## src/rtl/fir_coeff_loader.sv

```systemverilog
// rtl/fir_coeff_loader.sv - shadow/active coefficient bank loader for the 16-tap FIR
module fir_coeff_loader #(
    parameter int NTAPS = 16,
    parameter int CW    = 16
) (
    input  logic                  clk,
    input  logic                  rst,
    input  logic                  load_start,
    input  logic                  load_abort,
    input  logic                  cfg_valid,
    output logic                  cfg_ready,
    input  logic [CW-1:0]         cfg_data,
    input  logic                  cfg_last,
    input  logic                  sample_en,
    output logic [NTAPS*CW-1:0]   coeff_flat,
    output logic                  busy,
    output logic                  done,
    output logic                  err,
    output logic [3:0]            coeff_ver
);
    localparam int IW = $clog2(NTAPS);

    typedef enum logic [1:0] {IDLE, LOAD, PEND} state_t;

    state_t        state;
    logic [IW-1:0] idx;
    logic [CW-1:0] shadow [NTAPS];
    logic          fire;
    logic          at_end;

    assign fire   = cfg_valid & cfg_ready;
    assign at_end = (idx == IW'(NTAPS - 1));

    // coeff_flat is the active bank itself, so it can only move on a commit edge
    always_ff @(posedge clk or posedge rst) begin
        if (rst) begin
            state      <= IDLE;
            idx        <= '0;
            cfg_ready  <= 1'b0;
            busy       <= 1'b0;
            done       <= 1'b0;
            err        <= 1'b0;
            coeff_ver  <= '0;
            coeff_flat <= '0;
            for (int k = 0; k < NTAPS; k++) shadow[k] <= '0;
        end else begin
            done <= 1'b0;
            err  <= 1'b0;
            case (state)
                IDLE: begin
                    if (load_start && !load_abort) begin
                        state     <= LOAD;
                        idx       <= '0;
                        cfg_ready <= 1'b1;
                        busy      <= 1'b1;
                    end
                end
                LOAD: begin
                    if (load_abort) begin
                        state     <= IDLE;
                        cfg_ready <= 1'b0;
                        busy      <= 1'b0;
                    end else if (fire) begin
                        shadow[idx] <= cfg_data;
                        idx         <= idx + 1'b1;
                        if (cfg_last && at_end) begin
                            state     <= PEND;
                            cfg_ready <= 1'b0;
                        end else if (cfg_last || at_end) begin
                            // framing error: early or missing last; active bank untouched
                            state     <= IDLE;
                            cfg_ready <= 1'b0;
                            busy      <= 1'b0;
                            err       <= 1'b1;
                        end
                    end
                end
                PEND: begin
                    if (load_abort) begin
                        state <= IDLE;
                        busy  <= 1'b0;
                    end else if (sample_en) begin
                        for (int k = 0; k < NTAPS; k++) coeff_flat[k*CW +: CW] <= shadow[k];
                        coeff_ver <= coeff_ver + 1'b1;
                        done      <= 1'b1;
                        state     <= IDLE;
                        busy      <= 1'b0;
                    end
                end
                default: begin
                    state     <= IDLE;
                    cfg_ready <= 1'b0;
                    busy      <= 1'b0;
                end
            endcase
        end
    end
endmodule
```

## config.mk

```make
export PLATFORM = sky130hd
export DESIGN_NAME = fir_coeff_loader
export DESIGN_NICKNAME = d
export VERILOG_FILES = /design/src/rtl/fir_coeff_loader.sv
export SDC_FILE = /design/constraint.sdc
export NUM_CORES = 1
export LEC_CHECK = 0
export BUFFER_PORTS_ARGS = -buffer_cell sky130_fd_sc_hd__buf_2
export CAP_MARGIN = 10
export CORE_AREA = 3 3 263 265
export CTS_CLUSTER_SIZE = 16
export DETAILED_ROUTE_END_ITERATION = 6
export DIE_AREA = 0 0 266 268
export SYNTH_ARGS = -nofsm -noshare
export SYNTH_HDL_FRONTEND = slang
export SYNTH_SLANG_ARGS = --single-unit
export TNS_END_PERCENT = 100
```

## constraint.sdc

```tcl
create_clock -name clk -period 22.4 [get_ports clk]
set_input_delay 4.48 -clock clk [delete_from_list [all_inputs] [get_ports clk]]
set_output_delay 4.48 -clock clk [all_outputs]
set_load 0.1 [all_outputs]
```

# == After elaboration in Yosys (flattened, before gate mapping) ==
# Index checks and enable logic that the tools add are counted.
# word_totals
register_bits,526
out_inout_bits,264
word_cells,91
# classes
add_sub_neg,2
magnitude_cmp,2
n_eq_ne,11
mux,35
bitwise_logic,4
reduce_logical,13
# op_table
operator,count
bitwise mux 256 bit,1
demux 16 bit (select 4 bit),1
2-to-1 mux 1 bit,18
2-to-1 mux 16 bit,1
2-to-1 mux 2 bit,7
2-to-1 mux 4 bit,3
"!= test 3 bit, second input constant",4
AND reduction 4 bit,3
"adder 4 x 1 -> 4 bit, second input constant",2
case mux 4 bit (2 select lines),1
"!= test 2 bit, second input constant",3
case mux 1 bit (3 select lines),2
case mux 2 bit (3 select lines),1
AND reduction 3 bit,2
"greater-or-equal comparator 5 bit, second input constant",1
"less-than comparator 5 x 1 -> 1 bit, second input constant",1
inverter 4 -> 5 bit,1
AND reduction 5 bit,1
"equality test 4 bit, second input constant",1
"!= test 4 bit, second input constant",1
logical AND 1 bit,3
"equality test 2 x 1 -> 1 bit, second input constant",1
"equality test 2 bit, second input constant",1
logical NOT 2 bit,1
other kinds (5),6

# == Depth between registers and ports, before layout ==
# logic_depth
depth_word,7
mapped_depth,7
mapped_depth_nobuf,7

# == Worst setup path before layout ==
# OpenSTA, ideal clock, no wires.
# synth_path
path_kind,input port to flip-flop
start,input load_abort
end,register shadow[195] (netlist bit)
t_arrival_ns,5.921
slack_ns,16.354
path_stages,5
n_path_buf,2
path_cell_list,or3b_1 -> buf_6 -> nor4_4 -> buf_8 -> mux2_4
# synth_via
elab_chain_cells,2
# synth_lines
item,line_no,rtl
start: declaration,9,"input logic load_abort,"
inverter 1 bit (no line),n/a,
AND reduction 3 bit (no line),n/a,
end signal: indexed assignment,64,shadow[idx] <= cfg_data;
end: declaration,27,logic [CW-1:0] shadow [NTAPS];
# No other way between the ends.
# A chain may end at the register's enable or synchronous reset.

# == Final worst setup path ==
# layout_path
start,input load_abort
end,register coeff_flat[194]
# layout_via
elab_chain_cells,2
# layout_lines
item,line_no,rtl
inverter 1 bit (no line),n/a,
AND reduction 3 bit (no line),n/a,
end signal: assignment,44,coeff_flat <= '0;
end: declaration,15,"output logic [NTAPS*CW-1:0] coeff_flat,"
# No other way between the ends.

==> metrics.md <==
| Metric | Value |
|---|---|
| R2r worst-path depth | 5 |
| TritonCTS clock tree | yes |
| Crit-path max cell delay | 800 ps |
| Crit path max fanout | 74 |
| Async set or reset register ratio after synthesis | 100% |
| Share of cells above drive strength 1 | 60.7% |
| CTS H-tree depth | 2 |
| Initial DRC Count | 438 |
| Number of flops mapped to enable cells by yosys | 0 |
| Synthesized area per cell | 16.7 sq um |
| Final Setup Violations | 0 |
| Final min period | 7010 ps |
| RSZ-0062 raised after global routing | false |
| Die Span Y | 268 um |
| Post-Layout Cell Count | 2408 |
| Number of buffers created by CTS | 58 |
| Grt ovf | 0 |
| Worst-Margin Slew | 1070 ps |
| Classification of the worst setup path | input port to flop |
| Floorplan row count | 95 |
| Critical path origin | load_abort |
| Dpl cell area | 0.0223 sq mm |
| Syn Inst Count | 1195 |
| Peak VDD IR | 0.0535 mV |
| Final design area excluding fillers | 0.0244 sq mm |
| Largest cells by area after synthesis | dfrtp_1, mux2_2, buf_2 |
| Reg-to-reg slack, setup | 18900 ps |
| Die area | 0.0713 sq mm |
| # port buffers | 286 |
| Share of Yosys cell area claimed by the top area cell type | 65.8% |
| Sink Count | 526 |
| F_max | 0.143 GHz |
| DP HPWL | 31300 um |
| Starting Density | 29.8% |
| Synth unique cells | 40 |
| Synth Cell Area | 0.0200 sq mm |
| Hold Path Class | flop to flop |
| Die Wd | 266 um |
| Cell taking the most area after synthesis | dfrtp_1 |
| Largest net degree at the start of global routing | 169 |
| Syn Nets | 1225 |
| Nets | 1520 |
| Final Cycle Share | 31.3% |
| DRC violations left | 0 |
| Pins Over Slew Limit | 0 |
| Placer congestion estimate | 0.712 |
| Vias in the first global route | 11700 |
| Setup TNS | 0 ps |
| Max-Cap Viols | 0 |
| Initial antenna violation count | 1 |
| Hold Path End | coeff_ver[3]$_DFFE_PP0P_ |
| Fin. Hold Viols | 0 |
| Highest-delay cell along the critical path | buf_4 |
| Post-cts sizing count | 0 |
| Most frequent CP cell | buf_4 |
| Min-delay src | coeff_ver[3]$_DFFE_PP0P_ |
| Vias | 11000 |
| Most frequent cell after synthesis | dfrtp_1 |
| Setup crit end kind | flop |
| Hold buffers post-CTS | 0 |
| Placed Cells incl. Taps | 2302 |
| CP required | 22870 ps |
| Multi-input logic area | 0.00648 sq mm |
| Layout area overhead | 21.8% |
| Routed WL | 48800 um |
| Register area | 0.0132 sq mm |
| RR Startpoint | state[0]$_DFFE_PP0P_ |
| Clock Latency Late Sink | 580 ps |
| First-pass GRT wire length | 74400 um |
| Dominant synthesized flop cell | dfrtp_1 |
| Clk buf depth | 3 |
| Synth warn | 0 |
| Post-detailed-route count of antenna-violating nets | 0 |
| Setup repair bufs after CTS | 0 |
| Arr. time, crit path | 7470 ps |
| Status | finished clean |
| Final clock skew | 9.92 ps |
| Design Power | 2.07 mW |
| Io pins | 287 |
| Pre-Repair DR Iteration Count | 4 |
| Critical path cell sequence | buf_2 -> nor4bb_4 -> buf_6 -> buf_4 -> buf_4 -> mux2_2 |
| Via density | 4.57 |
| Hold path cells | 1 |
| FF-to-FF End | coeff_flat[194]$_DFFE_PP0P_ |
| Core Footprint | 0.0670 sq mm |
| Sequential share of the synthesized area | 65.8% |
| Root Buffer | clkbuf_16 |
| Cell Pwr Density | 85.2 mW/mm^2 |
| Crit path launch type | input port |
| Yosys reg bits | 526 |
| Post-DR wirelength/cell | 20.2 um |
| Slew Limit Headroom | 28.7% |
| Min Hold Slack | 466 ps |
| Final-layout fill cell count | 6451 |
| Leakage power total | 13.0 nW |
| Top cells by count, synth | dfrtp_1, mux2_2, buf_2 |
| Cell family with most CP delay | buffers and inverters |
| Gr usage total | 13.6% |
| Bufs and invs on worst path | 4 |
| CTS clk-pin slew, worst paths | 60 ps |
==> flip-flops by register name, summed over array words and instances (netlist names) <==
signal      count
done            1
shadow        256
cfg_ready       1
idx             4
coeff_flat    256
busy            1
state           2
coeff_ver       4
err             1
==> cells in the final DEF, fill, tap and decap left out, drive strengths merged, types with 7 or more instances in the layout <==
master / n
nand2: 7
inv: 7
mux2: 513
nand4: 7
ha: 7
clkinvlp: 9
dfrtp: 526
buf: 306
nor3: 8
clkbuf: 81
==> where the power goes <==
| part | total [mW] | internal (mW) | switching, mW |
|---|---|---|---|
| clock | 0.984 | 0.596 | 0.388 |
| combinational | 0.0867 | 0.0322 | 0.0545 |
| sequential | 1.00 | 0.985 | 0.0186 |
==> cells by family (layout without fill, tap and decap cells) <==
group	Yosys count	after routing	synth area share, %
AOI/OAI and AO/OA	13	13	0.375
xor gates and xnor gates	4	4	0.175
buffers and inverters	76	415	1.96
and+or+nand+nor	55	55	2.11
muxes	514	514	29.1
DFF	526	526	65.8
adders and majority gates	7	7	0.438
other	0	1	0
==> stage by stage <==
| stage | setup WS, ps | utilization [%] |
|---|---|---|
| 2_1_floorplan | 3220 | - |
| 3_3_place_gp | 14300 | 33.3 |
| 3_5_place_dp | 14180 | 33.3 |
| 4_1_cts | 14830 | 36.3 |
| 5_1_grt | 15240 | 36.3 |
| 6_report | 15390 | 36.3 |
==> how the worst max path moves through the flow <==
| stage | depth (start not counted) | slack (ps) | end |
|---|---|---|---|
| floorplan | 1 | 3220 | busy$_DFFE_PP0P_ |
| global placement | 6 | 14300 | coeff_flat[6]$_DFFE_PP0P_ |
| detailed placement | 6 | 14180 | coeff_flat[228]$_DFFE_PP0P_ |
| CTS | 6 | 14830 | coeff_flat[170]$_DFFE_PP0P_ |
| global route | 6 | 15240 | coeff_flat[194]$_DFFE_PP0P_ |
| finish | 6 | 15390 | coeff_flat[194]$_DFFE_PP0P_ |
==> layer usage <==
metal  GRT usage (%)  up-vias  routed length [um]
li1                -     4819                   -
met1            18.3     5884               21800
met2            22.1      230               23000
met3            4.07       61                3160
met4            2.93        0                 818
met5               0        -                   0
==> layout make-up <==
type	count	area share, %
Inverter	5	0.108
Clock buffer	81	6.97
Clock inverter	23	1.24
Antenna cell	1	0.0103
Timing Repair Buffer	306	6.56
Sequential cell	526	54.0
Tap cell	873	4.48
Multi-Input combinational cell	593	26.6
Power figures use the tool's default switching activity.
